<file path="config.mk">
export PLATFORM = sky130hd
export DESIGN_NAME = muldiv_unit
export DESIGN_NICKNAME = d
export VERILOG_FILES = /design/src/rtl/muldiv_unit.sv
export SDC_FILE = /design/constraint.sdc
export NUM_CORES = 1
export LEC_CHECK = 0
export CAP_MARGIN = 20
export CELL_PAD_IN_SITES_DETAIL_PLACEMENT = 0
export CELL_PAD_IN_SITES_GLOBAL_PLACEMENT = 1
export CORE_UTILIZATION = 45
export DETAILED_ROUTE_END_ITERATION = 7
export MAX_ROUTING_LAYER = met4
export PLACE_DENSITY = 0.94
export SLEW_MARGIN = 20
export SYNTH_ARGS = -nofsm -noshare
export SYNTH_HDL_FRONTEND = slang
export SYNTH_SLANG_ARGS = --single-unit
</file>
<file path="constraint.sdc">
create_clock -name clk -period 7.75 [get_ports clk]
set_input_delay 1.9375 -clock clk [delete_from_list [all_inputs] [get_ports clk]]
set_output_delay 1.9375 -clock clk [all_outputs]
set_load 0.005 [all_outputs]
</file>
<file path="src/rtl/muldiv_unit.sv">
// Iterative RV32M/RV64M multiply/divide unit: shift-add multiply and restoring
// divide, one bit per clock, with a one-cycle done pulse and pipeline-flush kill.
module muldiv_unit #(
    parameter int XLEN  = 32,
    parameter int TAG_W = 5
) (
    input  logic             clk,
    input  logic             rst,
    input  logic             start,
    input  logic             kill,
    input  logic [2:0]       op,
    input  logic [XLEN-1:0]  a,
    input  logic [XLEN-1:0]  b,
    input  logic [TAG_W-1:0] tag_in,
    output logic             busy,
    output logic             done,
    output logic [XLEN-1:0]  result,
    output logic [TAG_W-1:0] tag_out
);

    localparam int CNT_W = $clog2(XLEN);
    localparam logic [XLEN-1:0] MOST_NEG = {1'b1, {(XLEN-1){1'b0}}};

    typedef enum logic [1:0] {
        S_IDLE = 2'd0,
        S_MUL  = 2'd1,
        S_DIV  = 2'd2,
        S_DONE = 2'd3
    } state_t;

    state_t              state_q, state_d;
    logic [1:0]          fn_q, fn_d;
    logic [CNT_W-1:0]    cnt_q, cnt_d;
    logic [2*XLEN-1:0]   acc_q, acc_d;
    logic [XLEN-1:0]     opd_q, opd_d;
    logic                neg_q, neg_d;
    logic                rem_neg_q, rem_neg_d;
    logic [TAG_W-1:0]    tag_q, tag_d;
    logic [XLEN-1:0]     result_q, result_d;
    logic [TAG_W-1:0]    tag_out_q, tag_out_d;
    logic                busy_q, busy_d;
    logic                done_q, done_d;

    logic                a_neg_s, b_neg_s;
    logic [XLEN-1:0]     mag_a_s, mag_b_s;
    logic                div_zero_s, div_ovf_s, last_s;
    logic [XLEN:0]       mul_sum_s;
    logic [2*XLEN-1:0]   mul_next_s, prod_fin_s;
    logic [XLEN-1:0]     mul_res_s;
    logic [XLEN:0]       rem_sh_s, div_diff_s;
    logic                div_ge_s;
    logic [2*XLEN-1:0]   div_next_s;
    logic [XLEN-1:0]     quot_fin_s, rem_fin_s, div_res_s;

    // Operand decode at accept plus one multiply step and one divide step.
    always_comb begin
        a_neg_s    = (op[2] ? !op[0] : (op[1:0] != 2'b11)) && a[XLEN-1];
        b_neg_s    = (op[2] ? !op[0] : !op[1]) && b[XLEN-1];
        mag_a_s    = a_neg_s ? -a : a;
        mag_b_s    = b_neg_s ? -b : b;
        div_zero_s = (b == {XLEN{1'b0}});
        div_ovf_s  = !op[0] && (a == MOST_NEG) && (b == {XLEN{1'b1}});
        last_s     = (cnt_q == CNT_W'(XLEN - 1));

        // Multiply: low half holds the remaining multiplier bits, high half accumulates.
        mul_sum_s  = {1'b0, acc_q[2*XLEN-1:XLEN]} + {1'b0, (acc_q[0] ? opd_q : {XLEN{1'b0}})};
        mul_next_s = {mul_sum_s, acc_q[XLEN-1:1]};
        prod_fin_s = neg_q ? -mul_next_s : mul_next_s;
        mul_res_s  = (fn_q == 2'b00) ? prod_fin_s[XLEN-1:0] : prod_fin_s[2*XLEN-1:XLEN];

        // Divide: the shifted partial remainder needs one extra bit before the trial subtract.
        rem_sh_s   = acc_q[2*XLEN-1:XLEN-1];
        div_diff_s = rem_sh_s - {1'b0, opd_q};
        div_ge_s   = !div_diff_s[XLEN];
        div_next_s = {(div_ge_s ? div_diff_s[XLEN-1:0] : rem_sh_s[XLEN-1:0]),
                      acc_q[XLEN-2:0], div_ge_s};
        quot_fin_s = neg_q ? -div_next_s[XLEN-1:0] : div_next_s[XLEN-1:0];
        rem_fin_s  = rem_neg_q ? -div_next_s[2*XLEN-1:XLEN] : div_next_s[2*XLEN-1:XLEN];
        div_res_s  = fn_q[1] ? rem_fin_s : quot_fin_s;
    end

    // Next-state and datapath update.
    always_comb begin
        state_d   = state_q;
        fn_d      = fn_q;
        cnt_d     = cnt_q;
        acc_d     = acc_q;
        opd_d     = opd_q;
        neg_d     = neg_q;
        rem_neg_d = rem_neg_q;
        tag_d     = tag_q;
        result_d  = result_q;
        tag_out_d = tag_out_q;
        case (state_q)
            S_IDLE, S_DONE: begin
                if (start && !kill) begin
                    fn_d      = op[1:0];
                    tag_d     = tag_in;
                    cnt_d     = {CNT_W{1'b0}};
                    neg_d     = a_neg_s ^ b_neg_s;
                    rem_neg_d = a_neg_s;
                    if (op[2] && div_zero_s) begin
                        state_d   = S_DONE;
                        result_d  = op[1] ? a : {XLEN{1'b1}};
                        tag_out_d = tag_in;
                    end else if (op[2] && div_ovf_s) begin
                        state_d   = S_DONE;
                        result_d  = op[1] ? {XLEN{1'b0}} : a;
                        tag_out_d = tag_in;
                    end else if (op[2]) begin
                        state_d = S_DIV;
                        acc_d   = {{XLEN{1'b0}}, mag_a_s};
                        opd_d   = mag_b_s;
                    end else begin
                        state_d = S_MUL;
                        acc_d   = {{XLEN{1'b0}}, mag_b_s};
                        opd_d   = mag_a_s;
                    end
                end else begin
                    state_d = S_IDLE;
                end
            end
            S_MUL, S_DIV: begin
                if (kill) begin
                    state_d = S_IDLE;
                end else begin
                    acc_d = (state_q == S_MUL) ? mul_next_s : div_next_s;
                    cnt_d = cnt_q + CNT_W'(1);
                    if (last_s) begin
                        state_d   = S_DONE;
                        result_d  = (state_q == S_MUL) ? mul_res_s : div_res_s;
                        tag_out_d = tag_q;
                    end else begin
                        state_d = state_q;
                    end
                end
            end
            default: begin
                state_d = S_IDLE;
            end
        endcase
        busy_d = (state_d == S_MUL) || (state_d == S_DIV);
        done_d = (state_d == S_DONE);
    end

    // State and datapath registers; reset discards any in-flight op.
    always_ff @(posedge clk or posedge rst) begin
        if (rst) begin
            state_q   <= S_IDLE;
            fn_q      <= 2'b00;
            cnt_q     <= {CNT_W{1'b0}};
            acc_q     <= {(2*XLEN){1'b0}};
            opd_q     <= {XLEN{1'b0}};
            neg_q     <= 1'b0;
            rem_neg_q <= 1'b0;
            tag_q     <= {TAG_W{1'b0}};
            result_q  <= {XLEN{1'b0}};
            tag_out_q <= {TAG_W{1'b0}};
            busy_q    <= 1'b0;
            done_q    <= 1'b0;
        end else begin
            state_q   <= state_d;
            fn_q      <= fn_d;
            cnt_q     <= cnt_d;
            acc_q     <= acc_d;
            opd_q     <= opd_d;
            neg_q     <= neg_d;
            rem_neg_q <= rem_neg_d;
            tag_q     <= tag_d;
            result_q  <= result_d;
            tag_out_q <= tag_out_d;
            busy_q    <= busy_d;
            done_q    <= done_d;
        end
    end

    assign busy    = busy_q;
    assign done    = done_q;
    assign result  = result_q;
    assign tag_out = tag_out_q;

endmodule

</file>
# --- Word-level counts from Yosys, hierarchy flattened ---
# Cells that the tools add are included.
totals:
  regBits: 151
  latch_bits: 0
  mem_bits_rw: 0
  rom_bits: 0
  input_bits: 76
  output_inout_bits: 39
  elab_cells: 105
  n_memories: 0
op_classes:
  add_sub_neg: 8
  mul: 0
  div_mod_pow: 0
  n_lt_le_gt_ge: 0
  n_eq_ne: 16
  n_shift: 0
  n_mux: 44
  bitwise: 3
  n_reduce_logical: 22
op_table:
  columns: ["cell", "n"]
  rows:
  - ["2-to-1 mux 32 bit", 18]
  - ["2-to-1 mux 64 bit", 6]
  - ["negation 32 bit", 4]
  - ["case mux 64 bit (2 select lines)", 1]
  - ["== test 32 bit, second input constant", 2]
  - ["negation 64 bit", 1]
  - ["case mux 32 bit (2 select lines)", 1]
  - ["2-to-1 mux 5 bit", 7]
  - ["adder 32 x 32 -> 33 bit", 1]
  - ["subtractor 33 x 32 -> 33 bit", 1]
  - ["logical NOT 32 bit", 1]
  - ["case mux 5 bit (2 select lines)", 2]
  - ["2-to-1 mux 2 bit", 6]
  - ["!= test 2 bit, second input constant", 6]
  - ["AND reduction 4 bit", 3]
  - ["== test 2 bit, second input constant", 4]
  - ["logical AND 1 bit", 7]
  - ["adder 5 x 1 -> 5 bit, second input constant", 1]
  - ["== test 5 bit, second input constant", 1]
  - ["== test 2 x 1 -> 1 bit, second input constant", 2]
  - ["logical NOT 1 bit", 4]
  - ["logical NOT 2 bit", 2]
  - ["case mux 2 bit (2 select lines)", 1]
  - ["AND reduction 2 bit", 2]
  - ["other kinds (6)", 9]

# --- Logic depth before layout (Yosys ltp) ---
# Gate-level depths: netlist (run 1).
depth:
  depth_word: 10
  ltp_mapped: 28
  mapped_depth_nobuf: 23

# --- Worst setup path after synthesis (run 1) ---
# OpenSTA, ideal clock, no wires.
synth_path:
  path_type: "register -> register"
  from: "register acc_q[31]"
  to: "register result_q[30], in the netlist result[30]"
  setup_time_ns: 0.086
  arrival_time_ns: 6.176
  t_required_ns: 7.664
  slack_ns: 1.488
  path_stages_with_launch: 28
  path_buffers: 5
  synth_period_minus_slack_ns: 6.262
  cell_sequence: "dfrtp_1 -> clkbuf_1 -> inv_1 -> ha_1 -> inv_1 -> fa_1 -> a211oi_1 -> o21a_1 -> a21oi_1 -> o31a_1 -> o211a_1 -> inv_1 -> clkbuf_1 -> clkbuf_1 -> clkbuf_1 -> buf_1 -> nor2_1 -> a21oi_1 -> ha_1 -> o2111ai_1 -> or3_1 -> or4b_2 -> o32ai_1 -> nand2_1 -> a2111oi_0 -> mux2i_1 -> a21oi_1 -> nor3_1"
synth_via:
  elab_chain_cells: 9
  word_cells_on_any_way: 15
  classes_between: "add/sub: 4; mux: 10; reduce/logical: 1"
synth_rtl:
  columns: ["item", "line_no", "text"]
  rows:
  - ["start: declaration", "34", "logic [2*XLEN-1:0] acc_q, acc_d;"]
  - ["start signal: assignment", "152", "acc_q <= {(2*XLEN){1'b0}};"]
  - ["subtractor 33 x 32 -> 33 bit", "73", "div_diff_s = rem_sh_s - {1'b0, opd_q};"]
  - ["2-to-1 mux 32 bit or logical NOT 1 bit (tied branches)", "75, 74", null]
  - ["negation 32 bit, on equally long branches", "78, 77", null]
  - ["2-to-1 mux 32 bit, on equally long branches", "78, 77", null]
  - ["2-to-1 mux 32 bit", "79", "div_res_s = fn_q[1] ? rem_fin_s : quot_fin_s;"]
  - ["2-to-1 mux 32 bit *", "131", "result_d = (state_q == S_MUL) ? mul_res_s : div_res_s;"]
  - ["2-to-1 mux 32 bit *", "129", "if (last_s) begin"]
  - ["2-to-1 mux 32 bit *", "124", "if (kill) begin"]
  - ["case mux 32 bit (2 select lines) *", "94", "case (state_q)"]
  - ["end signal: assignment", "157", "result_q <= {XLEN{1'b0}};"]
  - ["end signal: assignment", "170", "result_q <= result_d;"]
  - ["end: declaration", "39", "logic [XLEN-1:0] result_q, result_d;"]
# Every way passes the cells marked *; elsewhere a longest branch is shown, timed or not. The select of a mux whose other input is x is not followed.
# A chain may end at the register's enable or synchronous reset.

# --- Worst setup path after layout (run 1) ---
layout_path:
  from: "register opd_q[17]"
  to: "register result_q[18], in the netlist result[18]"
layout_via:
  elab_chain_cells: 9
  word_cells_on_any_way: 17
  classes_between: "add/sub: 5; mux: 11; reduce/logical: 1"
layout_rtl:
  columns: ["item", "line_no", "text"]
  rows:
  - ["start: declaration", "35", "logic [XLEN-1:0] opd_q, opd_d;"]
  - ["start signal: assignment", "153", "opd_q <= {XLEN{1'b0}};"]
  - ["start signal: assignment", "166", "opd_q <= opd_d;"]
  - ["2-to-1 mux 32 bit or subtractor 33 x 32 -> 33 bit (tied branches)", "66, 73", null]
  - ["adder 32 x 32 -> 33 bit (tied with other cells)", "66", "mul_sum_s = {1'b0, acc_q[2*XLEN-1:XLEN]} + {1'b0, (acc_q[0] ? opd_q : {XLEN{1'b0}})};"]
  - ["negation 64 bit (tied with other cells)", "68", "prod_fin_s = neg_q ? -mul_next_s : mul_next_s;"]
  - ["2-to-1 mux 64 bit (tied with other cells)", "68", null]
  - ["2-to-1 mux 32 bit, on equally long branches", "69, 79", null]
  - ["2-to-1 mux 32 bit *", "131", null]
  - ["2-to-1 mux 32 bit *", "129", null]
  - ["2-to-1 mux 32 bit *", "124", null]
  - ["case mux 32 bit (2 select lines) *", "94", null]
# Marks and branches as above.

==> run_results.csv, run 1 <==
group,metric,value,unit
worst_setup_path,critPathCaptureType,"flip-flop",
routing,via_count,18600,
timing,hold_viol_final,0,
pwr,power.density,383,nW/um^2
timing,slew_viol_final,0,
clock_network,clk_pin_slew,70,ps
timing,fmax,0.154,GHz
clock_network,ctsHtreeMaxLevel,4,
worst_setup_path,crit_fanout,9,
routing,drt-initial-drc-count,1916,
run_status,status,"complete, no violations",
timing,fin_ws,1250,ps
clock_network,postCtsSetupBuffers,0,
clock_network,post_cts_resized,0,
worst_setup_path,reg2reg_slack,1250,ps
logic_synthesis,ys_seq_area_share,21.6,%
routing,wl_met1,30.3,mm
flow_run,cap_violations,0,
routing,drc,0,
clock_network,cts_hold_buffers,0,
routing,wl_per_cell,23.7,um
timing,finalCritPeriodShare,83.9,%
placement,numPortBuffers,114,
pwr,p_leak,7.99,nW
grt,grt_overflow,0,
routing,first_pass_iters,6,
grt,grt_use_total,36.8,%
hold_path,min-delay-start,"opd_q[13]",
timing,worst_pin_slew,1090,ps
timing,skew,15.6,ps
pwr,vdd_drop_max,211,uV
logic_synthesis,synthesis.nets,2595,
finish,drive_gt1_share,4.75,%
logic_synthesis,synth_edf_count,0,
clock_network,clk_path_buf_depth,2,
worst_setup_path,reg2reg_from,"opd_q[17]",
floorplanning,pin_count,115,
routing,wl_met3,5.40,mm
clock_network,cts_tree,"yes",
logic_synthesis,syn_area_per_cell,7.15,um^2
worst_setup_path,critical_path_required,8040,ps
worst_setup_path,crit_type,"reg -> reg",
logic_synthesis,synth_flop_cell,"dfrtp_1",
floorplanning,rows,71,
logic_synthesis,synthCells,2443,
timing,rsz0062_at_grt,"no",
routing,top_layer_used,"met4",
logic_synthesis,synth_seq_cells,151,
hold_path,holdPathEnd,"opd_q[13]",
finish,area.growth.synth_to_final,10.8,%
finish,final_area,19300,um^2
timing,max-slew-margin-rel,26.7,%
floorplanning,core_area,37900,um^2
worst_setup_path,critical_path_arrival,6790,ps
hold_path,hold_depth,2,
routing,met2_length,31.0,mm
logic_synthesis,yosys_warnings,0,
clock_network,root_buffer,"clkbuf_16",
clock_network,clock-sinks,151,
placement,gp_congestion,1.03,
clock_network,cts_buffers,17,
finish,num-nets-final,2580,
logic_synthesis,yosysUniqueCellTypes,89,
grt,antenna_found_initial,2,
floorplanning,fp.dieH,199,um
routing,routed_wl,70.1,mm
pwr,power.total,7.41,mW
placement,postPlaceCellArea,18800,um^2
timing,fin_crit,6500,ps
worst_setup_path,reg2regPathDepth,18,
grt,grt_pass1_wl,106,mm
clock_network,clk_latency,450,ps
timing,fin_hold_ws,485,ps
logic_synthesis,syn_area,17500,um^2
grt,grt_max_degree,109,
worst_setup_path,worstReg2RegEnd,"result[18]",
floorplanning,dieArea,39600,um^2
grt,grt_pass1_vias,17300,
logic_synthesis,synthArstFlopShare,100,%
timing,fin_tns_setup,0,ps
routing,drtAntennaViolNets,0,
worst_setup_path,worstSetupStartpointType,"flip-flop",
placement,dp_slack,1300,ps
floorplanning,initial_core_util,46.0,%
routing,post_drt_via_cell_ratio,6.31,
timing,setup_viol,0,
placement,dp_hpwl,55.0,mm
hold_path,min_path_type,"reg -> reg",
floorplanning,die_width,199,um
## synthesized netlist by cell type, types with 7 or more instances
cell type | count | area (um^2)
nand4_1 | 13 | 81.3
a31oi_1 | 15 | 93.8
nor4_1 | 21 | 131
inv_1 | 84 | 315
xor2_1 | 93 | 815
a21oi_1 | 260 | 1300
o21ai_0 | 261 | 1310
and4_1 | 8 | 70.1
nand2_1 | 285 | 1070
a211oi_1 | 28 | 210
nand2b_1 | 18 | 113
nor2_1 | 242 | 908
a21o_1 | 30 | 225
o31ai_1 | 41 | 308
clkbuf_1 | 143 | 537
or4_1 | 19 | 143
a221o_1 | 7 | 70.1
a221oi_1 | 8 | 70.1
nand3_1 | 43 | 215
o41ai_1 | 16 | 140
mux2i_1 | 75 | 751
a22o_1 | 21 | 184
dfrtp_1 | 151 | 3780
mux2_2 | 20 | 225
and3_1 | 20 | 125
buf_1 | 17 | 63.8
or3_1 | 36 | 225
ha_1 | 74 | 926
and2_1 | 14 | 87.6
buf_2 | 8 | 40.0
nor3_1 | 80 | 400
o211ai_1 | 13 | 97.6
o21bai_1 | 8 | 60.1
xnor2_1 | 117 | 1020
o21a_1 | 18 | 135
or2_2 | 12 | 75.1
## metal layers
layer / vias to the layer above / GRT usage (%)
li1: 8796 / -
met1: 8852 / 48.4
met2: 857 / 55.1
met3: 131 / 5.78
met4: 0 / 17.2
met5: - / -
## where the power goes
part	internal [mW]	total, mW	switching [mW]
Combinational	1.87	5.31	3.44
Sequential	0.940	1.25	0.312
Clock	0.430	0.848	0.418
Total	3.24	7.41	4.17
## sequential cells by signal, indices dropped and copies added, names as in the netlist
register   flops
acc_q         64
opd_q         32
result        32
cnt_q          5
tag_out        5
tag_q          5
fn_q           2
state_q        2
busy           1
done           1
neg_q          1
rem_neg_q      1
## cells in the final DEF (no fill, tap or decap), types with 20 or more instances in the layout
master             n
ha_1              73
a22o_1            21
o21ai_0          261
clkdlybuf4s50_1  113
xnor2_1          117
nand3_1           43
nor3_1            80
mux2_2            20
a21oi_1          260
dfrtp_1          150
xor2_1            93
and3_1            20
a211oi_1          28
nand2_1          285
inv_1             83
mux2i_1           75
or3_1             35
nor2_1           240
nor4_1            21
o31ai_1           41
buf_4             22
a21o_1            29
## worst max-delay path, cell delays in order (launching register included)
cell	delay (ps)
dfrtp_1	440
inv_1	100
ha_1	400
a21oi_1	330
o21ai_0	250
a211oi_1	380
a2bb2oi_1	540
o211a_2	370
mux2i_1	330
ha_1	300
o2111ai_1	160
or3_1	390
or4b_2	650
o32ai_1	350
nand2_1	200
o21ai_0	250
xor2_1	140
a222oi_1	560
o21ai_0	190
## stage by stage
step | cells | util [%]
finish | 2954 | 51.0
detailed placement | 2920 | 49.5
global placement | 2920 | 49.5
CTS | 2952 | 51.0
floorplan | 2443 | -
global route | 2954 | 51.0
## cell families (layout without fill, tap and decap cells)
kind of cell / Yosys count / in the layout / synth area share, %
AND/OR/NAND/NOR: 846 / 846 / 22.7
AO/OA/AOI/OAI: 802 / 802 / 28.0
buffers and inverters: 257 / 255 / 5.67
XOR/XNOR: 210 / 210 / 10.5
flip-flops: 151 / 151 / 21.6
multiplexers: 95 / 95 / 5.59
adder cells (fa/ha/maj): 82 / 82 / 5.88
other: 0 / 2 / 0
## worst max-delay path by stage
| stage | from | endpoint | slack (ps) | cells after the start |
|---|---|---|---|---|
| 2_1_floorplan | acc_q[31] | result[30] | 1490 | 27 |
| 5_1_grt | acc_q[31] | result[18] | 940 | 22 |
| 3_5_place_dp | b[5] | result[24] | 1300 | 13 |
| 6_report | opd_q[17] | result[18] | 1250 | 18 |
| 3_3_place_gp | b[5] | opd_q[12] | 1410 | 9 |
| 4_1_cts | acc_q[31] | result[18] | 1390 | 22 |
## area by class of cell
type,instances,area [um^2]
clock inverter,15,156
fill,3771,18600
tap,511,639
sequential,151,3780
multi-input combinational,2035,12700
timing repair buffer,136,1300
antenna,2,5.00
inverter,87,332
clock buffer,17,425
No activity file was read; power rests on OpenSTA's default activity.
==> inputs of run 2 (changes only) <==
--- a/config.mk
+++ b/config.mk
@@ -8,10 +8,10 @@
 export CAP_MARGIN = 20
 export CELL_PAD_IN_SITES_DETAIL_PLACEMENT = 0
 export CELL_PAD_IN_SITES_GLOBAL_PLACEMENT = 1
-export CORE_UTILIZATION = 45
+export CORE_UTILIZATION = 41
 export DETAILED_ROUTE_END_ITERATION = 7
 export MAX_ROUTING_LAYER = met4
-export PLACE_DENSITY = 0.94
+export PLACE_DENSITY = 0.91
 export SLEW_MARGIN = 20
 export SYNTH_ARGS = -nofsm -noshare
 export SYNTH_HDL_FRONTEND = slang
==> constraint.sdc (replaced) <==
create_clock -name clk -period 5.7 [get_ports clk]
set_input_delay 1.425 -clock clk [delete_from_list [all_inputs] [get_ports clk]]
set_output_delay 1.425 -clock clk [all_outputs]
set_load 0.005 [all_outputs]
==> run 2 against run 1 <==
- worst hold slack worse by 11 ps
- clock skew about the same
- fmax is 19% higher
- highest routed layer unchanged
==> run_results.csv, run 2 (synthesis gave the netlist of run 1 again) <==
group,metric,value,unit
worst_setup_path,critical_path_required,6110,ps
finish,drive_gt1_share,7.95,%
routing,drt-initial-drc-count,2126,
routing,routed_wl,72.2,mm
grt,grt_pass1_vias,17500,
routing,wl_per_cell,23.6,um
run_status,status,"complete, no violations",
finish,fin_cells,3057,
finish,area.growth.synth_to_final,15.3,%
clock_network,clock-sinks,151,
grt,antenna_found_initial,3,
grt,gr-usage-met2,51.7,%
floorplanning,fp.dieH,208,um
clock_network,cts_tree,"yes",
grt,grt_overflow,0,
grt,grt.met1_usage,44.5,%
floorplanning,die_width,208,um
finish,fillers,4156,
worst_setup_path,crit_path_start,"acc_q[31]",
floorplanning,rows,75,
clock_network,cts_hold_buffers,0,
hold_path,min-delay-start,"opd_q[29]",
timing,rsz0062_at_grt,"no",
placement,numPortBuffers,114,
grt,grt_pass1_wl,109,mm
pwr,internal_power,5.15,mW
grt,grt_use_total,34.0,%
worst_setup_path,crit_type,"reg -> reg",
worst_setup_path,worstSetupStartpointType,"flip-flop",
clock_network,root_buffer,"clkbuf_16",
timing,fmax,0.183,GHz
timing,max-slew-margin-rel,36.3,%
routing,drtAntennaViolNets,0,
finish,final_util,48.0,%
pwr,switching_share,54.7,%
floorplanning,pin_count,115,
timing,slew_viol_final,0,
grt,top_usage_layer,"met2",
floorplanning,dieArea,43400,um^2
worst_setup_path,crit_fanout,31,
clock_network,cts_buffers,17,
worst_setup_path,critical_path_arrival,5890,ps
clock_network,ctsHtreeMaxLevel,4,
finish,largest_register_ffs,64,
pwr,p_comb_share,74.1,%
routing,first_pass_iters,7,
timing,fin_tns_setup,0,ps
floorplanning,core_area,41900,um^2
worst_setup_path,reg2reg_from,"acc_q[31]",
routing,post_drt_via_cell_ratio,6.19,
timing,setup_viol,0,
worst_setup_path,reg2reg_slack,220,ps
finish,mostFrequentLayoutCells,"284 x nand2_1, 260 x o21ai_0, 259 x a21oi_1",
grt,use_met3,5.95,%
timing,skew,15.7,ps
timing,finalCritPeriodShare,96.1,%
worst_setup_path,critPathCaptureType,"flip-flop",
timing,hold_viol_final,0,
pwr,p_leak,8.43,nW
finish,final_common_cell,"nand2_1",
placement,gp_congestion,1.02,
finish,regMostFlops,"acc_q",
flow_run,cap_violations,0,
clock_network,clk_path_buf_depth,2,
pwr,power.total,11.4,mW
pwr,power.density,565,nW/um^2
routing,drc,0,
pwr,clkPwrFrac,11.6,%
pwr,p_sw,6.22,mW
placement,dp_cells,3024,
timing,worst_pin_slew,954,ps
clock_network,clk_latency,470,ps
pwr,vdd_drop_max,368,uV
pwr,seq_power_share,14.4,%
timing,fin_crit,5480,ps
routing,via_count,18900,
clock_network,clk_pin_slew,70,ps
finish,num-nets-final,2656,
grt,grt_max_degree,83,
hold_path,min_path_type,"reg -> reg",
clock_network,postCtsSetupBuffers,0,
floorplanning,initial_core_util,41.6,%
placement,dp_hpwl,57.1,mm
clock_network,post_cts_resized,0,
run 2: cell count changes in the layout (fill, tap and decap cells not counted), moves of 3 or more:
cell | before | now
a2111oi_0 | 6 | 3
buf_12 | 0 | 4
bufinv_16 | 0 | 5
inv_8 | 5 | 0
clkbuf_1 | 0 | 3
buf_4 | 22 | 93
run 2: power by group through the flow:
stage,clock network [mW],registers (mW),logic (mW)
finish,1.32,1.63,8.43
global route,1.36,1.66,9.02
CTS,1.32,1.62,8.13
detailed placement,0,1.64,8.05
global placement,0,1.62,8.05
floorplan,0,1.45,5.21
run 2: worst paths after layout:
path	to	depth (start not counted)
max in group asynchronous	opd_q[18]	3
min in group asynchronous	busy	2
worst min-delay path	opd_q[29]	2
worst min register to register	opd_q[29]	2
worst max register to register	result[28]	18
worst max-delay path	result[28]	18
run 2: cell type report:
cell class	count	area (um^2)	area share, %
Antenna cell	1	2.50	0.0124
Clock buffer	22	464	2.31
Clock inverter	10	190	0.945
Inverter	87	332	1.65
Multi-Input combinational cell	2035	12800	63.4
Sequential cell	151	3780	18.8
Tap cell	539	674	3.35
Timing Repair Buffer	212	1930	9.57
run 2: through the flow:
step / hold WS, ps / worst slack (ps) / instance area [um^2]
final: 473 / 223 / 20100
after global routing: 495 / 1.61 / 20100
after CTS: 484 / 86.4 / 20100
after detailed placement: 470 / 145 / 19400
after global placement: 464 / 234 / 19400
after floorplan: 450 / 67.5 / 17500
run 2: routing by layer:
| metal | vias to the layer above | wire (um) |
|---|---|---|
| met1 | 9044 | 31400 |
| met3 | 138 | 5580 |
| met5 | - | 0 |
| met4 | 0 | 2880 |
| li1 | 8919 | - |
| met2 | 835 | 32400 |
run 2: critical path, cell delays in order (launching register included):
cell,delay [ps]
dfrtp_1,380
inv_1,60
ha_1,160
inv_1,50
fa_2,400
a211oi_2,250
o21a_1,220
a21oi_1,180
o311ai_1,340
o211a_2,340
inv_1,120
buf_4,250
or4_1,600
or4_1,480
a221o_1,360
o41a_1,430
xor2_1,170
a2111oi_1,400
o32a_1,210
